**config.mk**
```make
export PLATFORM = sky130hd
export DESIGN_NAME = multicycle_slice_adder
export DESIGN_NICKNAME = d
export VERILOG_FILES = /design/src/rtl/adder_pkg.sv /design/src/rtl/slice_rca.sv /design/src/rtl/multicycle_slice_adder.sv
export SDC_FILE = /design/constraint.sdc
export NUM_CORES = 1
export LEC_CHECK = 0
export BUFFER_PORTS_ARGS = -buffer_cell sky130_fd_sc_hd__buf_2
export CORE_MARGIN = 2
export CORE_UTILIZATION = 25
export CTS_CLUSTER_DIAMETER = 50
export DETAILED_ROUTE_END_ITERATION = 16
export PLACE_DENSITY_LB_ADDON = 0.15
export SYNTH_ARGS = -nofsm -noshare
export SYNTH_HDL_FRONTEND = slang
export SYNTH_HIERARCHICAL = 1
export SYNTH_SLANG_ARGS = --single-unit
export TNS_END_PERCENT = 50
```
**constraint.sdc**
```tcl
create_clock -name clk -period 16.65 [get_ports clk]
set_input_delay 3.33 -clock clk [delete_from_list [all_inputs] [get_ports clk]]
set_output_delay 3.33 -clock clk [all_outputs]
set_load 0.005 [all_outputs]
```
**src/rtl/adder_pkg.sv**
```systemverilog
// Shared types and helpers for the multi-cycle slice adder: FSM encoding,
// slice-count/index-width arithmetic and the signed-overflow rule.
package adder_pkg;

  typedef enum logic [1:0] {
    ST_IDLE = 2'd0,
    ST_RUN  = 2'd1,
    ST_DONE = 2'd2
  } state_e;

  function automatic int unsigned nslice_f(input int unsigned width, input int unsigned slice);
    return width / slice;
  endfunction

  // Index register needs at least one bit even when a single slice covers the word.
  function automatic int unsigned idx_width_f(input int unsigned nslice);
    return (nslice > 1) ? $clog2(nslice) : 1;
  endfunction

  function automatic logic overflow_f(input logic a_msb, input logic b_msb, input logic s_msb);
    return (a_msb == b_msb) && (s_msb != a_msb);
  endfunction

endpackage

```
**src/rtl/slice_rca.sv**
```systemverilog
// Combinational W-bit ripple-carry adder; the multi-cycle adder reuses one
// instance for every slice.
module slice_rca #(
  parameter int unsigned W = 16
) (
  input  logic [W-1:0] a,
  input  logic [W-1:0] b,
  input  logic         cin,
  output logic [W-1:0] s,
  output logic         cout
);

  always_comb begin : ripple
    logic c;
    c = cin;
    s = '0;
    for (int i = 0; i < W; i++) begin
      s[i] = a[i] ^ b[i] ^ c;
      c    = (a[i] & b[i]) | (c & (a[i] ^ b[i]));
    end
    cout = c;
  end

endmodule

```
**src/rtl/multicycle_slice_adder.sv**
```systemverilog
// Adds or subtracts two WIDTH-bit operands one SLICE-bit slice per clock,
// LSB slice first, with valid/ready handshakes on both sides.
module multicycle_slice_adder
  import adder_pkg::*;
#(
  parameter int unsigned WIDTH = 64,
  parameter int unsigned SLICE = 16
) (
  input  logic             clk,
  input  logic             rst_n,
  input  logic             in_valid,
  output logic             in_ready,
  input  logic [WIDTH-1:0] a,
  input  logic [WIDTH-1:0] b,
  input  logic             sub,
  input  logic             carry_in,
  output logic             out_valid,
  input  logic             out_ready,
  output logic [WIDTH-1:0] sum,
  output logic             carry_out,
  output logic             overflow
);

  localparam int unsigned NSLICE = nslice_f(WIDTH, SLICE);
  localparam int unsigned IDX_W  = idx_width_f(NSLICE);
  localparam int unsigned OFF_W  = (WIDTH > 1) ? $clog2(WIDTH) : 1;
  localparam logic [IDX_W-1:0] LAST_IDX = IDX_W'(NSLICE - 1);

  if ((WIDTH % SLICE) != 0) begin : g_bad_slice
    $error("multicycle_slice_adder: SLICE (%0d) must divide WIDTH (%0d)", SLICE, WIDTH);
  end

  state_e             state_q, state_d;
  logic [IDX_W-1:0]   idx_q, idx_d;
  logic [WIDTH-1:0]   a_q, a_d;
  logic [WIDTH-1:0]   b_q, b_d;
  logic               carry_q, carry_d;
  logic [WIDTH-1:0]   sum_q, sum_d;
  logic               cout_q, cout_d;
  logic               ovf_q, ovf_d;
  logic               in_ready_q, in_ready_d;
  logic               out_valid_q, out_valid_d;

  logic [OFF_W-1:0]   off_c;
  logic [SLICE-1:0]   slice_s_c;
  logic               slice_cout_c;

  assign off_c = OFF_W'(idx_q * SLICE);

  // Single adder time-multiplexed across slices by the index.
  slice_rca #(.W(SLICE)) u_rca (
    .a    (a_q[off_c +: SLICE]),
    .b    (b_q[off_c +: SLICE]),
    .cin  (carry_q),
    .s    (slice_s_c),
    .cout (slice_cout_c)
  );

  always_ff @(posedge clk or negedge rst_n) begin
    if (!rst_n) begin
      state_q     <= ST_IDLE;
      idx_q       <= '0;
      a_q         <= '0;
      b_q         <= '0;
      carry_q     <= 1'b0;
      sum_q       <= '0;
      cout_q      <= 1'b0;
      ovf_q       <= 1'b0;
      in_ready_q  <= 1'b0;
      out_valid_q <= 1'b0;
    end else begin
      state_q     <= state_d;
      idx_q       <= idx_d;
      a_q         <= a_d;
      b_q         <= b_d;
      carry_q     <= carry_d;
      sum_q       <= sum_d;
      cout_q      <= cout_d;
      ovf_q       <= ovf_d;
      in_ready_q  <= in_ready_d;
      out_valid_q <= out_valid_d;
    end
  end

  always_comb begin
    state_d = state_q;
    unique case (state_q)
      ST_IDLE: if (in_valid) state_d = ST_RUN;
      ST_RUN:  if (idx_q == LAST_IDX) state_d = ST_DONE;
      ST_DONE: if (out_ready) state_d = ST_IDLE;
      default: state_d = ST_IDLE;
    endcase
  end

  // Datapath and registered handshake outputs follow the next state.
  always_comb begin
    idx_d       = idx_q;
    a_d         = a_q;
    b_d         = b_q;
    carry_d     = carry_q;
    sum_d       = sum_q;
    cout_d      = cout_q;
    ovf_d       = ovf_q;
    in_ready_d  = (state_d == ST_IDLE);
    out_valid_d = (state_d == ST_DONE);
    unique case (state_q)
      ST_IDLE: begin
        if (in_valid) begin
          a_d     = a;
          b_d     = sub ? ~b : b;
          carry_d = sub | carry_in;
          idx_d   = '0;
        end
      end
      ST_RUN: begin
        sum_d[off_c +: SLICE] = slice_s_c;
        carry_d               = slice_cout_c;
        idx_d                 = idx_q + IDX_W'(1);
        if (idx_q == LAST_IDX) begin
          cout_d = slice_cout_c;
          ovf_d  = overflow_f(a_q[WIDTH-1], b_q[WIDTH-1], slice_s_c[SLICE-1]);
        end
      end
      default: ;
    endcase
  end

  assign in_ready  = in_ready_q;
  assign out_valid = out_valid_q;
  assign sum       = sum_q;
  assign carry_out = cout_q;
  assign overflow  = ovf_q;

endmodule

```
# Yosys cells after proc, flatten, opt, wreduce, memory -nomap -nowiden
# Cells that the tools add are included.
dict set report totals {
  regBits 201
  in_bits 134
  output_inout_bits 68
  word_cells 122
}
dict set report op_classes {
  addsub 2
  n_eq_ne 7
  n_shift 4
  n_mux 10
  bitwise 82
  n_reduce_logical 7
}
# cell count
set ops {}
lappend ops {{64-bit by 7-bit variable part select with 16-bit output} 2}
lappend ops {{64-bit bitwise mux} 1}
lappend ops {{64-bit 2-to-1 mux} 1}
lappend ops {{64-bit NOT} 1}
lappend ops {{16-bit by 8-bit variable shift with 64-bit output, first input constant} 1}
lappend ops {{16-bit by 8-bit variable part select with 64-bit output} 1}
lappend ops {{1-bit bitwise AND} 32}
lappend ops {{1-bit bitwise XOR} 32}
lappend ops {{1-bit OR} 17}
lappend ops {{2-bit 2-to-1 mux} 4}
lappend ops {{6-bit negation with 8-bit output} 1}
lappend ops {{2-bit == test, second input constant} 3}
lappend ops {{2-bit one-hot mux with 3 select lines} 1}
lappend ops {{2-bit AND reduction} 3}
lappend ops {{2-bit logical NOT} 2}
lappend ops {{2-bit one-hot mux with 2 select lines} 1}
lappend ops {{2-bit by 1-bit adder with 2-bit output, second input constant} 1}
lappend ops {{2-bit by 1-bit == test with 1-bit output, second input constant} 1}
lappend ops {{2-bit inequality test, second input constant} 1}
lappend ops {{1-bit one-hot mux with 2 select lines} 1}
lappend ops {{2-bit nonzero test} 1}
lappend ops {{1-bit == test} 1}
lappend ops {{1-bit logical AND} 1}
lappend ops {{1-bit 2-to-1 mux} 1}
lappend ops {{1-bit inequality test} 1}

# Depth between registers and ports, before layout
dict set report logic_depth {
  ltp_word 35
  mapped_depth 26
  mapped_depth_nobuf 24
}

# Hierarchy
# Netlist, hierarchy kept.
# module instances cells_each area_each_um2 seq_area_each_um2
set modules_own_cells {}
lappend modules_own_cells {multicycle_slice_adder 1 646 8846.0 5029.8}
lappend modules_own_cells {slice_rca 1 26 357.8 0.0}

# Least setup slack after synthesis
# OpenSTA, ideal clock, no wires.
dict set report synth_timing {
  kind {reg-to-reg}
  start {reg idx_q[0]}
  end {reg ovf_q (netlist: overflow)}
  setup_time_ps 83
  arrival_ps 7874
  required_ps 16567
  path_slack_ps 8693
  stages_incl_launch_ff 27
  n_path_buf 2
  synth_period_minus_slack_ps 7957
  cell_sequence {dfrtp_1 > buf_4 > buf_4 > mux4_2 > fa_1 > inv_1 > fa_1 > inv_1 > fa_1 > fa_1 > fa_1 > fa_1 > fa_1 > fa_1 > fa_1 > fa_1 > fa_1 > fa_1 > fa_1 > fa_1 > fa_1 > inv_1 > fa_1 > inv_1 > nor3b_1 > a21oi_1 > o21ai_0}
}
dict set report synth_between {
  elab_chain_len 35
  elab_cells_between_ends 68
  cone_classes {2 x eq/ne; 2 x shift; 62 x bitwise; 2 x reduce/logical}
}
# element line_no
set synth_lines {}
lappend synth_lines {{from (decl)} multicycle_slice_adder.sv:34} ;# logic [IDX_W-1:0] idx_q, idx_d;
lappend synth_lines {{from (signal assigned)} multicycle_slice_adder.sv:73} ;# idx_q <= idx_d;
lappend synth_lines {{64-bit by 7-bit variable part select with 16-bit output (on tied branches)} {multicycle_slice_adder.sv:52, multicycle_slice_adder.sv:53}}
lappend synth_lines {{1-bit bitwise XOR} slice_rca.sv:19} ;# c = (a[i] & b[i]) | (c & (a[i] ^ b[i]));
lappend synth_lines {{1-bit bitwise AND} slice_rca.sv:19}
lappend synth_lines {{1-bit OR} slice_rca.sv:19}
lappend synth_lines {{1-bit bitwise AND} slice_rca.sv:19}
lappend synth_lines {{1-bit OR} slice_rca.sv:19}
lappend synth_lines {{1-bit bitwise AND} slice_rca.sv:19}
lappend synth_lines {{1-bit OR} slice_rca.sv:19}
lappend synth_lines {{(+20 left out)} --}
lappend synth_lines {{1-bit bitwise AND} slice_rca.sv:19}
lappend synth_lines {{1-bit OR} slice_rca.sv:19}
lappend synth_lines {{1-bit bitwise AND} slice_rca.sv:19}
lappend synth_lines {{1-bit OR} slice_rca.sv:19}
lappend synth_lines {{1-bit bitwise XOR (*)} slice_rca.sv:18} ;# s[i] = a[i] ^ b[i] ^ c;
lappend synth_lines {{net slice_s_c[15]} multicycle_slice_adder.sv:45} ;# logic [SLICE-1:0] slice_s_c;
lappend synth_lines {{1-bit inequality test (*)} adder_pkg.sv:21} ;# return (a_msb == b_msb) && (s_msb != a_msb);
lappend synth_lines {{1-bit logical AND (*)} adder_pkg.sv:21}
lappend synth_lines {{to (signal assigned)} multicycle_slice_adder.sv:79} ;# ovf_q <= ovf_d;
lappend synth_lines {{to (decl)} multicycle_slice_adder.sv:40} ;# logic ovf_q, ovf_d;
# The timed path passes the listed nets; every way through them passes the cells marked *.
# A chain may end at the register's enable or synchronous reset.

# Final worst setup path
# Ends and elaborated chain as after synthesis.

==> key figures <==
Worst setup path
  • CP Capture Type: flop
  • CP Class: flop to flop
  • R2R depth: 24
  • Crit path arrival time: between 8 and 9 ns
  • Critical Path Fanout Max: 21
  • Crit start category: flop
  • Critical path required time: 17.10 ns

Min path
  • Worst min-delay path class: flop to flop
  • Hold-critical path depth: 1

Floorplan
  • Core Region: about 36,000 µm²
  • Initial Util: 0.2526
  • Boundary pin count: 202
  • Die width: just under 200 µm
  • Die Area: 38,370 µm²
  • Die height: slightly below 200 µm
  • Placement Rows: 70

Clocking
  • Hold Buf Count CTS: 0
  • Reg clk slew, reported paths: ~0.060 ns
  • CTS Buffer Depth: 3
  • Clock insertion delay at the later pin of the skew report: approximately 0.55 ns
  • CTS-repair resized insts: 0
  • Clock H-tree levels: 1
  • CTS tree: built
  • Clock tree root buffer cell: clkbuf_16
  • Clock Sink Count: between 200 and 250
  • Postcts setup bufs: 0
  • CTS buffer count: 30

Power
  • Combinational power share: 0.442
  • Internal power: around 1600 µW
  • Switching power total: between 1000 and 1500 µW
  • Pleak: slightly above 0.005 µW
  • Seq pwr share: 0.320
  • Cell Pwr Density: 226.3 nW/µm²
  • Clock power frac: 0.239
  • VDD IR-drop max: about 0.066 mV
  • Total Power: 2619 µW
  • Sw Share: 0.3884

Synthesis
  • Synth Net Count: ~830
  • Mapped cell area: a little over 9000 µm²
  • YS warnings: 6
  • Cells after Synth: roughly 670
  • Async S/R FF share, synth: 1.000
  • Synth unique cells: 32
  • Post-synthesis register bit count: about 200
  • Post-synth EDFFs: 0
  • Most used DFF post-synth: dfrtp_1
  • Syn_area_per_cell: approximately 14 µm²
  • Sequential-to-total area share from yosys stat: 0.5465

Global routing
  • Initial antenna violation count: 1
  • Grt total ovfl: 0
  • Vias in the first global route: between 6,000 and 7,000
  • Global-route wire length before repair: 39,800 µm
  • GRT Util Overall: 0.1351
  • Largest net degree at the start of global routing: between 100 and 150

Drt
  • Wire per inst: about 19 µm
  • DRC viols: 0
  • Detailed Route WL: ~26,000 µm
  • Number of routed nets with antenna violations: 0
  • Pre-Repair DR Iteration Count: 4
  • Via count: 5,985
  • Vias per inst: 4.407
  • 1st-iter DRT viols: between 200 and 250

STA
  • Maximum clock frequency: 118.7 MHz
  • Fin crit period: ~8.4 ns
  • Setup violations, final: 0
  • Period utilization: 0.5062
  • Final hold viol count: 0
  • Setup TNS: 0 ns
  • RSZ-0062 raised after global routing: no
  • Layout Skew: ~0.022 ns
  • Relative slew slack: 0.2128
  • Worst Slack Setup Final: around 8 ns
  • Worst Tran Pin Value: 1.172 ns
  • Pins over their slew limit: 0

Place
  • Pre-CTS setup slack: between 8 and 9 ns
  • Placed Cells: around 1,300
  • Post-DP HPWL: around 18,000 µm
  • DP Area: roughly 11,000 µm²
  • GPL Wtd Cong: ~0.73
  • IO buf count: roughly 200

Run status
  • Status: finished clean

Cells and area
  • Final instance area: ~12,000 µm²
  • Fin cells: around 1,400
  • Layout Nets: 1,024
  • Layout area overhead: 25.73%
  • # diodes: 0
  • Share of cells above drive strength 1: 0.3629
  • Most frequent cells in the layout: dfrtp_1, buf_2, a21oi_1

Flow run
  • Max_cap viols: 0
cells in the mapped netlist, types with 2 or more instances:
master    number  area share
a21oi_1       67       0.036
a22o_1        65       0.062
buf_2         20       0.011
buf_4         15       0.012
buf_6          7      0.0086
clkbuf_1       2     0.00082
dfrtp_1      201        0.55
fa_1          16       0.035
ha_1           6      0.0082
inv_1         15      0.0061
mux2_1        46       0.056
mux2_2        19       0.023
mux4_2        32       0.078
nand2_1        4      0.0016
nand2_2        4      0.0027
nand2b_1       3      0.0020
nor2_1        65       0.027
nor2b_1        2      0.0014
nor4_4         3      0.0069
o21ai_0        5      0.0027
xnor2_1       64       0.061
final cells by class:
cell class	count	area, µm²
Clock buffer	40	849.6
Clock inverter	14	147.6
Fill cell	3755	24860
Inverter	15	56.30
Multi-Input combinational cell	411	3821
Sequential cell	201	5035
Tap cell	468	585.6
Timing Repair Buffer	209	1077
per-stage QoR:
stage	utilization	hold WS, ns
5_1_grt	0.3176	0.4899
4_1_cts	0.3176	0.4823
3_3_place_gp	0.2902	0.4629
2_1_floorplan	-	0.4524
6_report	0.3176	0.4776
3_5_place_dp	0.2902	0.4701
flip-flops by register name, summed over array words and instances, names as in the netlist:
signal     flops
in_ready       1
b_q           64
a_q           64
out_valid      1
sum           64
carry_q        1
state_q        2
carry_out      1
overflow       1
idx_q          2
worst paths after layout:
check | from | slack, ns | endpoint
worst max-delay path | idx_q[0] | 8.22 | overflow
worst min-delay path | a_q[41] | 0.48 | a_q[41]
worst max register to register | idx_q[0] | 8.22 | overflow
worst min register to register | a_q[41] | 0.48 | a_q[41]
max in group asynchronous | rst_n | 12.47 | a_q[28]
min in group asynchronous | rst_n | 2.87 | sum[17]
routing by layer:
metal | part of all wire | vias up | global-route usage | routed length (µm)
met3 | 0.055 | 36 | 0.02768 | 1419
met4 | 0.019 | 2 | 0.02890 | 490
met2 | 0.45 | 167 | 0.2158 | 11670
met1 | 0.47 | 2986 | 0.1898 | 12290
li1 | - | 2794 | - | -
met5 | 0.00027 | - | 0 | 7
power by group through the flow:
stage | combinational [µW] | clock (µW) | sequential [µW]
2_1_floorplan | 801 | 0 | 795
3_3_place_gp | 1180 | 0 | 849
3_5_place_dp | 1190 | 0 | 851
4_1_cts | 1190 | 642 | 844
5_1_grt | 1290 | 661 | 871
6_report | 1160 | 625 | 837
critical path, stage by stage, from the launching register on:
cell	delay, ns
dfrtp_4	0.73
mux4_2	0.59
fa_1	0.43
inv_1	0.08
fa_1	0.16
inv_1	0.05
fa_1	0.38
fa_1	0.40
fa_1	0.41
fa_1	0.41
fa_1	0.44
fa_1	0.42
fa_1	0.39
fa_1	0.42
fa_1	0.40
fa_1	0.39
fa_1	0.40
fa_1	0.41
fa_1	0.39
inv_1	0.08
fa_1	0.40
inv_1	0.15
nor3b_1	0.21
a21oi_1	0.06
o21ai_0	0.14
cells by family after synthesis:
logic type | share of synthesized area
adders and majority gates | 0.04296
muxes | 0.1578
and+or+nand+nor | 0.04948
AOI/OAI and AO/OA | 0.1033
DFF | 0.5465
buffers and inverters | 0.03902
xor gates and xnor gates | 0.06090
Note: power is estimated with default switching activity, not from simulation.
